**config.mk**
```make
export PLATFORM = sky130hd
export DESIGN_NAME = rdid_spi_master
export DESIGN_NICKNAME = d
export VERILOG_FILES = /design/src/rtl/rdid_spi_master.sv
export SDC_FILE = /design/constraint.sdc
export NUM_CORES = 1
export LEC_CHECK = 0
export BUFFER_PORTS_ARGS = -buffer_cell sky130_fd_sc_hd__buf_2
export CORE_ASPECT_RATIO = 0.75
export CORE_MARGIN = 2
export CORE_UTILIZATION = 45
export CTS_CLUSTER_SIZE = 16
export DETAILED_ROUTE_END_ITERATION = 7
export GPL_TIMING_DRIVEN = 0
export PLACE_DENSITY = 0.73
export RECOVER_POWER = 25
export SYNTH_ARGS = -nofsm -noshare
export SYNTH_HDL_FRONTEND = slang
export SYNTH_SLANG_ARGS = --single-unit
```
**constraint.sdc**
```tcl
create_clock -name clk -period 3.1 [get_ports clk]
set_clock_uncertainty 0.1 [all_clocks]
set_input_delay 0.31 -clock clk [delete_from_list [all_inputs] [get_ports clk]]
set_output_delay 0.31 -clock clk [all_outputs]
set_load 0.01 [all_outputs]
```
**src/rtl/rdid_spi_master.sv**
```systemverilog
// RDID (JEDEC ID) reader for SPI NOR flash, SPI mode 0.
// One start pulse shifts out the 0x9F instruction, then clocks in the 3-byte ID
// (manufacturer, memory type, capacity). The ID is presented on id_data with a done pulse.
module rdid_spi_master #(
  parameter int unsigned CLK_DIV = 4,
  parameter logic [7:0]  CMD     = 8'h9F
) (
  input  logic        clk,
  input  logic        reset,
  input  logic        start,
  input  logic        miso,
  output logic        sck,
  output logic        cs_n,
  output logic        mosi,
  output logic        busy,
  output logic        done,
  output logic [23:0] id_data
);

  // Terminal count of the half-period counter; 8 bits covers CLK_DIV up to 255.
  localparam logic [7:0] DivM1    = 8'(CLK_DIV - 1);
  localparam logic [5:0] NumBits  = 6'd32;
  localparam logic [5:0] CmdBits  = 6'd8;

  typedef enum logic [1:0] {
    StIdle,
    StCsSetup,
    StShift,
    StCsHold
  } state_e;

  state_e      state_q, state_d;
  logic [7:0]  cnt_q, cnt_d;     // cycles elapsed in the current phase
  logic [5:0]  bit_q, bit_d;     // completed bits (falling edges seen), 0..32
  logic        sck_q, sck_d;
  logic        cs_n_q, cs_n_d;
  logic        mosi_q, mosi_d;
  logic        busy_q, busy_d;
  logic        done_q, done_d;
  logic [7:0]  tx_q, tx_d;       // remaining command bits, next bit in [7]
  logic [23:0] rx_q, rx_d;       // response shift register
  logic [23:0] id_q, id_d;

  // Next-state and output logic for the transaction sequencer.
  always_comb begin
    state_d = state_q;
    cnt_d   = cnt_q;
    bit_d   = bit_q;
    sck_d   = sck_q;
    cs_n_d  = cs_n_q;
    mosi_d  = mosi_q;
    busy_d  = busy_q;
    done_d  = 1'b0;
    tx_d    = tx_q;
    rx_d    = rx_q;
    id_d    = id_q;

    unique case (state_q)
      StIdle: begin
        if (start) begin
          state_d = StCsSetup;
          cs_n_d  = 1'b0;
          busy_d  = 1'b1;
          mosi_d  = CMD[7];
          tx_d    = {CMD[6:0], 1'b0};
          cnt_d   = 8'd0;
          bit_d   = 6'd0;
          rx_d    = 24'h0;
        end
      end

      StCsSetup: begin
        if (cnt_q == DivM1) begin
          // First rising edge; the flash is still receiving the command, sample is dropped.
          cnt_d   = 8'd0;
          sck_d   = 1'b1;
          state_d = StShift;
        end else begin
          cnt_d = cnt_q + 8'd1;
        end
      end

      StShift: begin
        if (cnt_q != DivM1) begin
          cnt_d = cnt_q + 8'd1;
        end else begin
          cnt_d = 8'd0;
          if (sck_q) begin
            // Falling edge: present the next command bit (zeros once the command is out).
            sck_d  = 1'b0;
            mosi_d = tx_q[7];
            tx_d   = {tx_q[6:0], 1'b0};
            bit_d  = bit_q + 6'd1;
          end else if (bit_q == NumBits) begin
            // Low phase of the last bit has elapsed.
            state_d = StCsHold;
          end else begin
            // Rising edge: sample miso for response bits only.
            sck_d = 1'b1;
            if (bit_q >= CmdBits) begin
              rx_d = {rx_q[22:0], miso};
            end
          end
        end
      end

      StCsHold: begin
        if (cnt_q == DivM1) begin
          cnt_d   = 8'd0;
          state_d = StIdle;
          cs_n_d  = 1'b1;
          busy_d  = 1'b0;
          done_d  = 1'b1;
          id_d    = rx_q;
        end else begin
          cnt_d = cnt_q + 8'd1;
        end
      end

      default: begin
        state_d = StIdle;
      end
    endcase
  end

  // State and datapath registers with synchronous active-high reset.
  always_ff @(posedge clk) begin
    if (reset) begin
      state_q <= StIdle;
      cnt_q   <= 8'd0;
      bit_q   <= 6'd0;
      sck_q   <= 1'b0;
      cs_n_q  <= 1'b1;
      mosi_q  <= 1'b0;
      busy_q  <= 1'b0;
      done_q  <= 1'b0;
      tx_q    <= 8'h0;
      rx_q    <= 24'h0;
      id_q    <= 24'h0;
    end else begin
      state_q <= state_d;
      cnt_q   <= cnt_d;
      bit_q   <= bit_d;
      sck_q   <= sck_d;
      cs_n_q  <= cs_n_d;
      mosi_q  <= mosi_d;
      busy_q  <= busy_d;
      done_q  <= done_d;
      tx_q    <= tx_d;
      rx_q    <= rx_d;
      id_q    <= id_d;
    end
  end

  assign sck     = sck_q;
  assign cs_n    = cs_n_q;
  assign mosi    = mosi_q;
  assign busy    = busy_q;
  assign done    = done_q;
  assign id_data = id_q;

endmodule

```
==> results by group <==
Floorplanning
  – Initial core utilization: 0.4739
  – Die Wd: just over 100 um
  – Full die area: 8040 um2
  – Vertical die dimension: 78.16 um
  – Number of placement rows: 26
  – Number of primary I/O pins: 33
  – Area of the placeable core: 6962 um2

Synthesis
  – Synthesis-stage register bit count: 76
  – Net count of the mapped netlist: 400
  – Number of enable-type register cells in the synthesized netlist: 0
  – Part of the Yosys area used for sequential elements: 0.4611
  – Cell area after synthesis: 3299 um2
  – Post-synthesis instance total: 388
  – Mean area per synthesized cell: 8.504 um2
  – Prevailing post-synth register cell: sky130_fd_sc_hd__dfxtp_1
  – Number of synthesis warnings: 0
  – Fraction of synthesis flops using an asynchronous set or reset pin: 0
  – Cell variety after synth: 39

Power
  – Pwr Density: 727.3 nW/um2
  – Leakage power of the design: 0.001231 uW
  – Overall power after layout: around 2800 uW
  – Maximum resistive drop on vdd: 0.0005657 V

Placement
  – Cell area after placement: between 3000 and 4000 um2
  – Half-perimeter wire length after detailed placement: ~5400 um
  – Buffers added on ports: 31
  – Last weighted congestion value of the routability-driven placer: ~0.83
  – Placed insts: ~520

Finish
  – Diodes inserted: 0
  – Fraction of layout cells with a size suffix above 1: 0.08295
  – Area added between synthesis and finish: 15.32%
  – Most common library cell in the layout ignoring fill and taps: sky130_fd_sc_hd__nand2_1
  – Leading cell types in the layout, fill and taps excluded: 82 x sky130_fd_sc_hd__nand2_1, 76 x sky130_fd_sc_hd__dfxtp_1, 50 x sky130_fd_sc_hd__clkbuf_1, 44 x sky130_fd_sc_hd__a21oi_1, 26 x sky130_fd_sc_hd__o31ai_1
  – Layout Nets: 442
  – Final instance count without filler cells: between 500 and 600
  – Post-route cell area: approximately 3800 um2

STA
  – Final critical path time including I/O delays and setup: 2401 ps
  – Number of setup violations in the final report: 0
  – RSZ-0062 raised after global routing: no
  – Portion of the clock cycle consumed by the worst path in the final layout: 0.7744
  – Number of hold violations in the final report: 0
  – Maximum clock rate: 0.4166 GHz
  – Hold Worst Slack: between 100 and 150 ps
  – Max transition margin: 0.6170
  – Post-Route Setup TNS: 0 ps
  – Worst Max-Slew Pin Slew: around 570 ps
  – Slew Viols, Final: 0

Route
  – DRC errors left: 0
  – Mean number of vias per cell: 5.575
  – 1st-pass router iterations: 4
  – Routed wire per std cell: 14.67 um
  – Detailed-route via count: 2966
  – Antenna viol nets, final: 0
  – DRC marker count from the first detailed-route iteration: approximately 130
  – Total Wirelength: 7806 um

Clock tree
  – Clock-pin transition on the worst setup and hold timing paths: about 80 ps
  – # hold bufs at CTS: 0
  – # H-tree levels: 3
  – Clk_lat worst skew: 350 ps
  – Number of CTS-inserted buffers: 9
  – CTS Sinks: 76
  – Maximum root-to-sink buffer count: 2
  – CTS Root Buffer Type: sky130_fd_sc_hd__clkbuf_8
  – Number of gates resized after cts: 0
  – Clock tree from TritonCTS: built
  – Number of buffers inserted by post-CTS setup repair: 0

Global route
  – Total track usage: 0.2053
  – Remaining Overflow, GRT: 0
  – First-pass GRT wire length: between 10000 and 15000 um
  – Largest net degree at the start of global routing: 14
  – Via count of the first global-routing pass: 2695
  – Number of antenna violations at the first check in global routing: 0

Critical path
  – Critical path start-end classification: reg2reg
  – Data required time at the worst endpoint: between 3000 and 4000 ps
  – FF-to-FF End: rx_q[10]
  – Slack of the worst reg-to-reg path: ~700 ps
  – Number of cells on the worst reg-to-reg path: 9
  – Start of the worst register-to-register path: state_q[0]
  – Type of origin of the critical path: flip-flop
  – Startpoint of the most critical setup path: state_q[0]
  – Data arrival time of the critical path: 2560 ps
  – CP endpoint kind: flip-flop
  – Worst-path maximum fanout: 10

Min path
  – Hold-critical path endpoint: rx_q[0]
  – Source of the worst hold timing path: miso
  – Worst hold path stage count: 3
  – Hold Crit Class: in2reg

Run
  – Total of max-cap violations: 0

Status
  – Result of the run: finished, final reports clean
==> routing by layer <==
| layer | global-route usage | wire length, um |
|---|---|---|
| met5 | 0 | 0 |
| met4 | 0.05395 | 80 |
| met1 | 0.3012 | 3885 |
| met3 | 0.05521 | 483 |
| met2 | 0.2974 | 3357 |
==> layout make-up <==
type / instances / area (um2)
repair buffers: 31 / 122.6
inverters: 10 / 37.54
clock inverters: 6 / 136.4
multi-input cells: 268 / 1585
well taps: 98 / 122.6
plain buffers: 34 / 155.1
fillers: 684 / 3157
flip-flops and latches: 76 / 1521
clock buffers: 9 / 123.9
==> power by group <==
group          leakage, uW  total (uW)  switching, uW  internal [uW]
Combinational     0.000490         721            506            214
Clock             0.000126         983            369            614
Sequential        0.000615        1060           37.6           1030
Total              0.00123        2770            913           1850
==> worst max-delay path, cell delays in order (launching register included) <==
cell and delay, ps:
sky130_fd_sc_hd__dfxtp_1 390, sky130_fd_sc_hd__inv_1 110, sky130_fd_sc_hd__ha_1 260, sky130_fd_sc_hd__nand2b_1 80
sky130_fd_sc_hd__buf_2 190, sky130_fd_sc_hd__nand2_1 230, sky130_fd_sc_hd__or3_1 410, sky130_fd_sc_hd__buf_2 170
sky130_fd_sc_hd__buf_6 150, sky130_fd_sc_hd__o31ai_1 230
==> synthesized netlist by cell type (all sizes together), types with 3 or more instances <==
cell type  instances  area (um2)
o31ai             26       195.2
o311ai            24       210.2
nand3             10       50.05
nor2b              3       18.77
nor3              15       75.07
nand4              5       31.28
or4                3       22.52
xor2               3       26.28
o21ai              7       35.03
inv               10       37.54
buf               10       65.06
ha                 8       100.1
nand2             82       307.8
nor2              13       48.80
a21oi             44       220.2
clkbuf            24       90.09
dfxtp             76        1521
xnor2              4       35.03
==> logic make-up (layout without fill, tap and decap cells) <==
kind of cell               Yosys count  in the layout  synth area share
muxes                                1              1          0.003034
AOI/OAI and AO/OA                  110            110            0.2309
and+or+nand+nor                    142            142            0.1976
buffers and inverters               44             90           0.05840
DFF                                 76             76            0.4611
xor gates and xnor gates             7              7           0.01858
adders and majority gates            8              8           0.03034
==> through the flow <==
step / worst slack (ps) / util
floorplan: 1054 / -
global placement: 787.6 / 0.5138
detailed placement: 734.7 / 0.5138
CTS: 707.6 / 0.5512
global route: 501.1 / 0.5465
finish: 699.5 / 0.5465
==> state kept, by name, summed over array words and instances (netlist names), 2 cells and up <==
| register | flops |
|---|---|
| bit_q | 6 |
| cnt_q | 8 |
| id_data | 24 |
| rx_q | 24 |
| state_q | 2 |
| tx_q | 7 |
==> how the worst max path moves through the flow <==
stage,end,cells after the start
floorplan,rx_q[11],9
global placement,rx_q[10],9
detailed placement,rx_q[6],9
CTS,rx_q[3],9
global route,rx_q[8],9
finish,rx_q[10],9
Power figures use the tool's default switching activity.
